**src/rtl/mips_alu_pkg.sv**
```systemverilog
// Shared MIPS ALU definitions: divider FSM states and the fixed divide timing
// that the HI/LO interlock relies on when stalling mfhi/mflo.
package mips_alu_pkg;

  typedef enum logic [1:0] {
    DIV_IDLE = 2'd0,
    DIV_RUN  = 2'd1,
    DIV_FIX  = 2'd2
  } div_state_e;

  localparam int DIV_STEPS   = 32;
  localparam int DIV_LATENCY = 34;

endpackage

```
**src/rtl/div_step.sv**
```systemverilog
// One combinational restoring-division step: shift in the next dividend bit,
// subtract the divisor if it fits, record the quotient bit. No state, no backpressure.
module div_step #(
  parameter int W = 32
) (
  input  logic [W:0]   rem,
  input  logic [W-1:0] dvd,
  input  logic [W-1:0] dvs,
  output logic [W:0]   rem_nxt,
  output logic [W-1:0] dvd_nxt
);

  logic [W:0] shifted;
  logic [W:0] diff;
  logic       fits;

  always_comb begin
    shifted = {rem[W-1:0], dvd[W-1]};
    diff    = shifted - {1'b0, dvs};
    // A set top bit means the true shifted value exceeds W+1 bits, so it always fits.
    fits    = rem[W] | (shifted >= {1'b0, dvs});
    if (fits) begin
      rem_nxt = diff;
      dvd_nxt = {dvd[W-2:0], 1'b1};
    end else begin
      rem_nxt = shifted;
      dvd_nxt = {dvd[W-2:0], 1'b0};
    end
  end

endmodule

```
**src/rtl/divider.sv**
```systemverilog
// Sequential div/divu for HI/LO: quotient to q, remainder to r, done 34 cycles after start.
// No backpressure: start at any time aborts an in-flight divide and restarts it.
module divider
  import mips_alu_pkg::*;
#(
  parameter int WIDTH = 32
) (
  input  logic             clk,
  input  logic             reset,
  input  logic             start,
  input  logic             is_signed,
  input  logic [WIDTH-1:0] a,
  input  logic [WIDTH-1:0] b,
  output logic [WIDTH-1:0] q,
  output logic [WIDTH-1:0] r,
  output logic             busy,
  output logic             done,
  output logic             div_by_zero
);

  localparam int            CW   = $clog2(DIV_STEPS);
  localparam logic [CW-1:0] LAST = CW'(DIV_STEPS - 1);

  div_state_e       state;
  logic [CW-1:0]    i;
  logic [WIDTH:0]   rem;
  logic [WIDTH:0]   rem_nxt;
  logic [WIDTH-1:0] dvd;
  logic [WIDTH-1:0] dvd_nxt;
  logic [WIDTH-1:0] dvs;
  logic             neg_q;
  logic             neg_r;
  logic             dvs_zero;

  function automatic logic [WIDTH-1:0] mag(input logic [WIDTH-1:0] x, input logic sgn);
    return (sgn && x[WIDTH-1]) ? -x : x;
  endfunction

  div_step #(.W(WIDTH)) u_step (
    .rem     (rem),
    .dvd     (dvd),
    .dvs     (dvs),
    .rem_nxt (rem_nxt),
    .dvd_nxt (dvd_nxt)
  );

  assign busy = (state != DIV_IDLE);

  always_ff @(posedge clk) begin
    if (reset) begin
      state       <= DIV_IDLE;
      i           <= '0;
      rem         <= '0;
      dvd         <= '0;
      dvs         <= '0;
      neg_q       <= 1'b0;
      neg_r       <= 1'b0;
      dvs_zero    <= 1'b0;
      q           <= '0;
      r           <= '0;
      done        <= 1'b0;
      div_by_zero <= 1'b0;
    end else begin
      done <= 1'b0;
      if (start) begin
        neg_q       <= is_signed & (a[WIDTH-1] ^ b[WIDTH-1]);
        neg_r       <= is_signed & a[WIDTH-1];
        dvd         <= mag(a, is_signed);
        dvs         <= mag(b, is_signed);
        dvs_zero    <= (b == '0);
        rem         <= '0;
        i           <= '0;
        div_by_zero <= 1'b0;
        state       <= DIV_RUN;
      end else begin
        case (state)
          DIV_RUN: begin
            rem <= rem_nxt;
            dvd <= dvd_nxt;
            i   <= i + CW'(1);
            if (i == LAST) state <= DIV_FIX;
          end
          DIV_FIX: begin
            // Divide by zero leaves the all-ones quotient uncorrected; the
            // remainder correction already reproduces the dividend.
            q           <= dvs_zero ? '1 : (neg_q ? -dvd : dvd);
            r           <= neg_r ? -rem[WIDTH-1:0] : rem[WIDTH-1:0];
            div_by_zero <= dvs_zero;
            done        <= 1'b1;
            state       <= DIV_IDLE;
          end
          default: ;
        endcase
      end
    end
  end

endmodule

```
**config.mk**
```make
export PLATFORM = sky130hd
export DESIGN_NAME = divider
export DESIGN_NICKNAME = d
export VERILOG_FILES = /design/src/rtl/mips_alu_pkg.sv /design/src/rtl/div_step.sv /design/src/rtl/divider.sv
export SDC_FILE = /design/constraint.sdc
export NUM_CORES = 1
export LEC_CHECK = 0
export BUFFER_PORTS_ARGS = -buffer_cell sky130_fd_sc_hd__buf_4
export CORE_AREA = 2 2 162 132
export CTS_CLUSTER_SIZE = 24
export DETAILED_ROUTE_END_ITERATION = 12
export DIE_AREA = 0 0 164 134
export GPL_TIMING_DRIVEN = 0
export PLACE_DENSITY = 0.73
export SYNTH_ARGS = -nofsm -noshare
export SYNTH_HDL_FRONTEND = slang
export SYNTH_SLANG_ARGS = --single-unit
```
**constraint.sdc**
```tcl
create_clock -name clk -period 7.5 [get_ports clk]
set_input_delay 0.75 -clock clk [delete_from_list [all_inputs] [get_ports clk]]
set_output_delay 0.75 -clock clk [all_outputs]
set_load 0.05 [all_outputs]
```
==> results_dict.tcl, run 1 <==
set metrics [dict create \
    vias 10800 \
    yosys.area_share.adder_pct 4.65 \
    power_leakage_nw 4.88 \
    synth_area_leader_cell "dfxtp_1" \
    ys_ff_latch 173 \
    status "finished clean" \
    total_power_mw 2.53 \
    regToRegSetupSlack_ns 3.33 \
    finalWorstSetupSlack_ns 3.33 \
    cts_hold_buffers 0 \
    worstSetupPathType "reg -> reg" \
    hpwl_um 26000 \
    final_cells 1844 \
    dp_cells 1813 \
    clock-sinks 173 \
    rows 47 \
    finalHoldViolations 0 \
    ios 135 \
    clk_pin_slew_ns 0.07 \
    cts_root_buf "clkbuf_16" \
    synth_area_leaders "dfxtp_1 (33%), nor2_1 (6.5%), a21oi_1 (6.4%), xor2_1 (6.1%), xnor2_1 (5.7%)" \
    place_ws_ns 3.51 \
    synth_top_family_by_area "compound AO/OA/AOI/OAI gates" \
    clk_path_buf_depth 2 \
    detail_route.vias_per_cell 5.84 \
    power.density_nw_per_um2 201 \
    synth-compound-area-share_pct 24.0 \
    grt_max_degree 17 \
    critPathLaunchType "flip-flop" \
    synth_edf_count 0 \
    drt_iter0_drc 1109 \
    ys_warn_count 0 \
    remaining_drc_errors 0 \
    max_clock_freq_mhz 240 \
    cp.arrival_ns 4.49 \
    insertion_delay_ns 0.44 \
    min_period_ns 4.17 \
    coreArea_um2 20400 \
    firstDrtPassIters 7 \
    cts_buffers 17 \
    tightest_slew_ns 1.07 \
    die_x_um 164 \
    yosys_most_used_dff "dfxtp_1" \
    synthMuxAreaShare_pct 2.07 \
    worst_setup_path_end_kind "flip-flop" \
    die_area_um2 22000 \
    grt_pass1_wl_um 51600 \
    postRouteAntennaNets 0 \
    antenna_found_initial 1 \
    synth_xor_area_share_pct 11.8 \
    skew_ns 0.0132 \
    setup_viol 0 \
    synth-simple-area-share_pct 20.3 \
    maxCapViolCount 0 \
    post-route-period-util_pct 55.7 \
    synth_area_um2 10700 \
    setup_tns_ns 0 \
    synth-async-reset-ratio_pct 0 \
    hold_slack_ns 0.463 \
    ys_seq_area_share_pct 32.5 \
    grt_pass1_vias 9542 \
    portBuffers 134 \
    relSlewSlack_pct 28.2 \
    netlist.area_leader.share_pct 32.5 \
    wirelength_um 33100 \
    place.gp.congestion 0.956 \
    cts_tree "built" \
    cp_max_fo 10 \
    synth_fp_nets 1517 \
    num_antenna_cells 0 \
    postCtsSetupBuffers 0 \
    wl_per_cell_um 18.0 \
    syn_inst 1410 \
    hp-class "reg -> reg" \
    ys_types 55 \
    slew_viol_final 0 \
    htree_levels 4 \
    grt_use_total_pct 30.0 \
    die_h_um 134 \
    fin_nets 1670 \
    grt.overflow.total 0 \
    rsz0062_at_grt "false" \
    area_delta_synth_final_pct 18.1 \
    start_util_pct 52.2 \
    ir_drop_uv 145 \
    drive_above_1_share_pct 11.3 \
    syn_area_per_cell_um2 7.56 \
    cts-resized-gates 0 \
    cp.required_ns 7.82 \
]
logic make-up after synthesis:
kind of cell | after synthesis
AND/OR/NAND/NOR | 486
AO/OA/AOI/OAI | 416
flip-flops | 173
XOR/XNOR | 143
buffers and inverters | 131
adder cells (fa/ha/maj) | 39
multiplexers | 22
per-stage QoR:
stage	instance area, um^2	utilization [%]
floorplan	10700	-
global placement	12000	58.8
detailed placement	12000	58.8
CTS	12600	61.7
global route	12600	61.7
finish	12600	61.7
power by group:
part	total, mW	internal, mW	switching, mW
clock network	0.906	0.487	0.419
registers	1.00	0.953	0.0472
logic	0.620	0.240	0.380
total	2.53	1.68	0.847
sequential cells by signal, indices dropped and copies added, names as in the netlist:
register	count
rem	33
dvd	32
dvs	32
q	32
r	32
i	5
state	2
div_by_zero	1
done	1
dvs_zero	1
neg_q	1
neg_r	1
metal layers:
metal,share of wire (%),GRT usage (%),wire length (um)
met1,48,47.2,16000
met4,1.3,6.68,425
met5,0.027,0,9
met3,12,8.16,4010
met2,38,39.9,12700
worst paths after layout:
check | from | end | depth (start not counted)
worst max-delay path | dvd[31]$_SDFFE_PP0P_ | rem[31]$_SDFFE_PP0P_ | 12
worst min-delay path | i[4]$_SDFFE_PP0P_ | i[4]$_SDFFE_PP0P_ | 2
worst max register to register | dvd[31]$_SDFFE_PP0P_ | rem[31]$_SDFFE_PP0P_ | 12
worst min register to register | i[4]$_SDFFE_PP0P_ | i[4]$_SDFFE_PP0P_ | 2
final cells by class:
cell class,count,area [um^2]
well taps,269,337
repair buffers,134,1010
clock buffers,20,457
inverters,53,199
multi-input cells,1106,6700
clock inverters,11,129
flip-flops and latches,173,3460
fillers,1918,7830
plain buffers,78,295
placed cells by master, fill, tap and decap left out, types with 39 or more instances in the layout:
cell type,netlist,final
buf_4,0,134
xnor2_1,69,69
a211oi_1,57,57
inv_1,53,53
o21ai_0,94,94
xor2_1,74,74
dfxtp_1,173,173
a21oi_1,137,137
nor2_1,185,185
nand2_1,151,151
nor3_1,39,39
clkbuf_1,72,73
cell usage after synthesis (6+ instances only):
cell type,instances
mux2i_1,22
o21bai_1,6
o31ai_1,29
nand3_1,14
nor2b_1,7
nor3_1,39
a311oi_1,6
inv_1,53
o41ai_1,7
o21ai_0,94
o22ai_1,29
a31oi_1,7
nor4_1,13
clkbuf_1,72
a21oi_1,137
a211oi_1,57
nor2_1,185
xnor2_1,69
or3_1,18
or4_1,11
dfxtp_1,173
nand4_1,10
ha_1,38
xor2_1,74
a21o_1,6
nand2_1,151
nand2b_1,15
critical path, cell delays in order (launching register included):
cell and delay (ns):
dfxtp_1 0.48, inv_1 0.08, ha_1 0.23, nand2b_1 0.16, a21oi_1 0.39, o211ai_1 0.20, a2111oi_0 0.79, o21ai_0 0.44
o21ai_2 0.47, clkbuf_1 0.48, nor2_1 0.11, a21oi_1 0.13, o21ai_0 0.09
Note: power is estimated with default switching activity, not from simulation.
==> inputs of run 2 (changes only) <==
Settings changed: PLACE_DENSITY 0.73 to 0.76.
Clock period 7.5 ns to 3.38 ns, I/O delays scaled along.
==> results_dict.tcl, run 2 (synthesis results as in run 1) <==
set metrics [dict create \
    start_util_pct 52.2 \
    min_period_ns 3.16 \
    die_h_um 134 \
    clk_pin_slew_ns 0.07 \
    cts_root_buf "clkbuf_16" \
    ir_drop_uv 370 \
    clk_path_buf_depth 2 \
    multi_input_area_um2 6730 \
    grt.overflow.total 0 \
    critPathLaunchType "flip-flop" \
    hpwl_um 25900 \
    grt_pass1_vias 9746 \
    antenna_found_initial 0 \
    insertion_delay_ns 0.43 \
    power.density_nw_per_um2 441 \
    rows 47 \
    drive_above_1_share_pct 11.9 \
    htree_levels 4 \
    grt_use_total_pct 29.8 \
    seqCellArea_um2 3460 \
    fill_cells 1888 \
    endpoint "rem[31]$_SDFFE_PP0P_" \
    cp.arrival_ns 3.48 \
    status "finished clean" \
    cpMaxStageDelayCell "dfxtp_1" \
    drt_iter0_drc 1179 \
    setup_viol 0 \
    portBuffers 134 \
    fin_nets 1673 \
    dp_cells 1813 \
    vias 10900 \
    total_power_mw 5.57 \
    final_common_cell "nor2_1" \
    remaining_drc_errors 0 \
    cts_hold_buffers 0 \
    die_x_um 164 \
    clock-sinks 173 \
    num_antenna_cells 0 \
    postRouteAntennaNets 0 \
    worstSetupPathType "reg -> reg" \
    relSlewSlack_pct 40.1 \
    die_area_um2 22000 \
    post-route-period-util_pct 93.5 \
    worstPathCellList "inv_1 > ha_1 > nand2b_1 > a21oi_2 > o211ai_1 > a2111oi_4 > o21ai_1 > o21ai_2 > buf_4 > clkbuf_2 > nor2_1 > a21oi_1 > o21ai_0" \
    grt_pass1_wl_um 51900 \
    wl_per_cell_um 17.8 \
    grt_max_degree 17 \
    place.gp.congestion 0.930 \
    cts_buffers 17 \
    cp.required_ns 3.70 \
    slew_viol_final 0 \
    firstDrtPassIters 5 \
    cp-startpoint "dvd[31]$_SDFFE_PP0P_" \
    reg2reg_depth 13 \
    rsz0062_at_grt "false" \
    maxCapViolCount 0 \
    timing.rr.end "rem[31]$_SDFFE_PP0P_" \
    ios 135 \
    max_clock_freq_mhz 316 \
    layout_common_cells "nor2_1 (185), dfxtp_1 (173), nand2_1 (151), buf_4 (138), a21oi_1 (136)" \
    cp_max_fo 10 \
    largest_reg_flops 33 \
    power_leakage_nw 4.88 \
    largest-register "rem" \
    hp-class "in -> reg" \
    slowest_delay_ns 0.50 \
    coreArea_um2 20400 \
    regToRegSetupSlack_ns 0.22 \
    tightest_slew_ns 0.895 \
    setup_tns_ns 0 \
    cts_tree "built" \
    r2r_start "dvd[31]$_SDFFE_PP0P_" \
    worst_setup_path_end_kind "flip-flop" \
    finalHoldViolations 0 \
    final_cells 1847 \
    detail_route.vias_per_cell 5.89 \
    wirelength_um 32800 \
    area_delta_synth_final_pct 18.5 \
    skew_ns 0.0103 \
]
run 2: cell types whose count changed in the layout (fill, tap and decap cells not counted), sizes merged:
cell,change
clkinv,-3
clkinvlp,+3
clkbuf,+2
inv,-1
buf,+2
run 2: worst min path at each step:
stage / from / end / slack [ns] / cells past startpoint
6_report: b[0] / dvs[0]$_SDFFE_PP0P_ / 0.20 / 3
5_1_grt: b[31] / dvs[31]$_SDFFE_PP0P_ / 0.22 / 2
3_5_place_dp: i[4]$_SDFFE_PP0P_ / i[4]$_SDFFE_PP0P_ / 0.46 / 2
4_1_cts: b[31] / dvs[31]$_SDFFE_PP0P_ / 0.19 / 2
3_3_place_gp: i[4]$_SDFFE_PP0P_ / i[4]$_SDFFE_PP0P_ / 0.45 / 2
2_1_floorplan: rem[32]$_SDFFE_PP0P_ / rem[32]$_SDFFE_PP0P_ / 0.44 / 2
run 2: layout make-up:
cell class              instances  share of cell area [%]
multi-input cells            1106                    53.3
flip-flops and latches        173                    27.4
repair buffers                137                    8.15
clock buffers                  21                    3.65
well taps                     269                    2.67
plain buffers                  78                    2.40
inverters                      53                    1.58
clock inverters                10                   0.822
run 2: report_power, final:
part           internal (mW)  total (mW)  leakage [nW]  switching [mW]
clock network           1.06        1.92         0.269           0.861
registers               2.12        2.22          1.41           0.108
logic                  0.555        1.42          3.20           0.863
total                   3.74        5.57          4.88            1.83
run 2: through the flow:
stage                     hold WS [ns]  instance area (um^2)  utilization (%)  setup slack, ns
after floorplan                  0.438                 10700                -            0.499
final                            0.199                 12600             61.9            0.219
after global routing             0.216                 12600             61.9           0.0360
after CTS                        0.195                 12600             61.7           0.0706
after global placement           0.447                 12000             58.8           -0.358
after detailed placement         0.458                 12000             58.8           -0.369
run 2: metal layers:
metal	GRT usage, %	wire (um)	vias to the layer above
met1	46.7	15900	5037
li1	-	-	5307
met3	7.24	3640	29
met5	0	0	-
met4	6.34	463	0
met2	40.6	12800	498
run 2: timing repair:
| item | in CTS | in global routing |
|---|---|---|
| setup buffers | 2 | 1 |
| gates cloned | 0 | 0 |
| setup endpoints to repair | 33 | 34 |
| pin swaps | 1 | 3 |
| resized for setup | 6 | 9 |
run 2: worst max-delay path: cells and delay by family, from the launching register on:
kind	cells	cell delay, ns
buffers and inverters	3	0.48
AO/OA/AOI/OAI	7	1.56
adder cells (fa/ha/maj)	1	0.23
AND/OR/NAND/NOR	2	0.27
flip-flops	1	0.50
==> inputs of run 3 (changes only) <==
Settings changed: ABC_AREA from default to 1, CORE_AREA 2 2 162 132 to 2 2 179 146, DIE_AREA 0 0 164 134 to 0 0 181 148, PLACE_DENSITY 0.76 to 0.75.
==> results_dict.tcl, run 3 <==
set metrics [dict create \
    cts_hold_buffers 0 \
    relSlewSlack_pct 46.2 \
    synth.most_common_cell "nand2_1" \
    die_area_um2 26800 \
    die_x_um 181 \
    grt_pass1_vias 13100 \
    internal-power_mw 3.83 \
    rsz0062_at_grt "false" \
    wirelength_um 47400 \
    antenna_found_initial 2 \
    clock_power_share_pct 39.7 \
    hpwl_um 38000 \
    start_util_pct 52.3 \
    detail_route.vias_per_cell 5.60 \
    grt.overflow.total 0 \
    power_frac_comb_pct 22.2 \
    cts_root_buf "clkbuf_16" \
    postCtsSetupBuffers 0 \
    power_leakage_nw 7.59 \
    endpoint "rem[26]$_SDFFE_PP0P_" \
    area_delta_synth_final_pct 15.7 \
    finalHoldViolations 0 \
    ys_ff_latch 173 \
    dp_cells 2605 \
    ys_types 53 \
    worstPathCellList "inv_1 > ha_1 > fa_1 > inv_1 > nand2_1 > nand3b_1 > nand2_1 > nand2_1 > nand2_1 > nand2_1 > nand2_1 > nand2_1 > nand2_1 > nand3_1 > a21oi_1" \
    netlist_top_cells_count "nand2_1 (588), inv_1 (337), nor2_1 (188)" \
    coreArea_um2 25000 \
    htree_levels 4 \
    cp_top_family "simple AND/OR/NAND/NOR gates" \
    fin_nets 2407 \
    slew_viol_final 0 \
    firstDrtPassIters 6 \
    cp-startpoint "dvd[31]$_SDFFE_PP0P_" \
    setup_viol 0 \
    die_h_um 148 \
    place.gp.congestion 0.966 \
    cp.required_ns 3.69 \
    total_power_mw 5.69 \
    ys_seq_area_share_pct 26.5 \
    maxCapViolCount 0 \
    largest-register "rem" \
    synth_edf_count 0 \
    netlist.area_leader.share_pct 26.5 \
    use_met3_pct 9.68 \
    clk_path_buf_depth 2 \
    synth-async-reset-ratio_pct 0 \
    synth_area_leader_cell "dfxtp_1" \
    drt_iter0_drc 1742 \
    skew_ns 0.0186 \
    wl_per_cell_um 18.0 \
    ir_drop_uv 354 \
    post-route-period-util_pct 75.3 \
    worstSetupPathType "reg -> reg" \
    postRouteAntennaNets 0 \
    reg2reg_depth 15 \
    rows 52 \
    seqPwrFrac_pct 38.2 \
    ys_warn_count 0 \
    syn_inst 2149 \
    layout_common_cells "nand2_1 (588), inv_1 (337), nor2_1 (188), dfxtp_1 (173), a21oi_1 (151)" \
    cts_buffers 17 \
    max_clock_freq_mhz 393 \
    worst_setup_path_end_kind "flip-flop" \
    cp_common_cell "nand2_1" \
    use_met1_pct 52.9 \
    power.density_nw_per_um2 376 \
    setup_tns_ns 0 \
    ios 135 \
    cp.arrival_ns 2.85 \
    tightest_slew_ns 0.807 \
    vias 14800 \
    portBuffers 132 \
    cpMaxStageDelayCell "dfxtp_1" \
    grt_max_degree 17 \
    yosys_most_used_dff "dfxtp_1" \
    cp_num_cells 15 \
    status "finished clean" \
    hp-class "in -> reg" \
    critPathBufInv 2 \
    met2_usage_pct 48.2 \
    drive_above_1_share_pct 11.2 \
    insertion_delay_ns 0.45 \
    r2r_start "dvd[31]$_SDFFE_PP0P_" \
    grt_use_total_pct 34.9 \
    min_period_ns 2.55 \
    final_common_cell "nand2_1" \
    timing.rr.end "rem[26]$_SDFFE_PP0P_" \
    largest_reg_flops 33 \
    cts-resized-gates 0 \
    final_cells 2638 \
    switchingPower_mw 1.86 \
    p_sw_share_pct 32.7 \
    cts_tree "built" \
    remaining_drc_errors 0 \
    grt-busiest-layer "met1" \
    slowest_delay_ns 0.42 \
    synth_fp_nets 2256 \
    regToRegSetupSlack_ns 0.83 \
    syn_area_per_cell_um2 6.08 \
    clk_pin_slew_ns 0.07 \
    synth_area_um2 13100 \
    cp_max_fo 4 \
    critPathLaunchType "flip-flop" \
    fill_cells 2447 \
    grt_pass1_wl_um 72600 \
    clock-sinks 173 \
    synth_area_leaders "dfxtp_1 (26%), nand2_1 (17%), inv_1 (9.7%), a21oi_1 (5.8%), nand3_1 (5.4%)" \
]
[run 3: power by group through the flow]
| stage | logic, mW | registers, mW | clock network [mW] |
|---|---|---|---|
| detailed placement | 1.21 | 2.21 | 0 |
| floorplan | 0.825 | 2.18 | 0 |
| global placement | 1.20 | 2.21 | 0 |
| finish | 1.26 | 2.17 | 2.26 |
| global route | 1.38 | 2.18 | 2.35 |
| CTS | 1.22 | 2.16 | 2.26 |
[run 3: logic make-up (layout without fill, tap and decap cells)]
| family | Yosys count | count (layout) | share of synthesized area (%) |
|---|---|---|---|
| and+or+nand+nor | 1072 | 1072 | 36.3 |
| buffers and inverters | 428 | 592 | 13.1 |
| AOI/OAI and AO/OA | 365 | 365 | 15.5 |
| DFF | 173 | 173 | 26.5 |
| xor gates and xnor gates | 72 | 72 | 4.82 |
| adders and majority gates | 39 | 39 | 3.79 |
| other | 0 | 1 | 0 |
[run 3: worst min path at each step]
stage / start / to / cells after the start / slack (ns)
final: b[25] / dvs[25]$_SDFFE_PP0P_ / 3 / 0.19
after global routing: b[1] / dvs[1]$_SDFFE_PP0P_ / 3 / 0.20
after global placement: dvs[28]$_SDFFE_PP0P_ / dvs[28]$_SDFFE_PP0P_ / 2 / 0.45
after detailed placement: dvs[28]$_SDFFE_PP0P_ / dvs[28]$_SDFFE_PP0P_ / 2 / 0.45
after CTS: b[1] / dvs[1]$_SDFFE_PP0P_ / 3 / 0.17
after floorplan: dvs[28]$_SDFFE_PP0P_ / dvs[28]$_SDFFE_PP0P_ / 2 / 0.43
[run 3: layout make-up]
cell class	count	area [um^2]	area share, %
Multi-Input combinational cell	1548	7900	52.2
Sequential cell	173	3460	22.9
Inverter	352	1320	8.73
Timing Repair Buffer	132	991	6.55
Clock buffer	19	433	2.86
Tap cell	324	405	2.68
Buffer	76	387	2.56
Clock inverter	13	225	1.49
Antenna cell	1	2.50	0.0165
[run 3: per-layer routing]
layer	part of all wire [%]	vias up
met5	0	-
met4	1.6	0
met3	13	67
met2	39	812
met1	46	6709
li1	-	7186
[run 3: metrics by stage]
stage                     setup slack, ns  area (um^2)  utilization (%)  hold WS (ns)
after global placement              0.949        14500             57.9         0.449
after CTS                           0.910        15100             60.6         0.170
after global routing                0.666        15100             60.6         0.196
final                               0.835        15100             60.6         0.186
after floorplan                      1.42        13100                -         0.426
after detailed placement            0.923        14500             57.9         0.454
[run 3: worst reg2reg max path, delay by kind of cell, from the launching register on]
| family | cells | cell delay, ns |
|---|---|---|
| buf+inv | 2 | 0.26 |
| simple gates | 10 | 1.03 |
| compound gates | 1 | 0.06 |
| fa+ha+maj | 2 | 0.66 |
| flops | 1 | 0.42 |
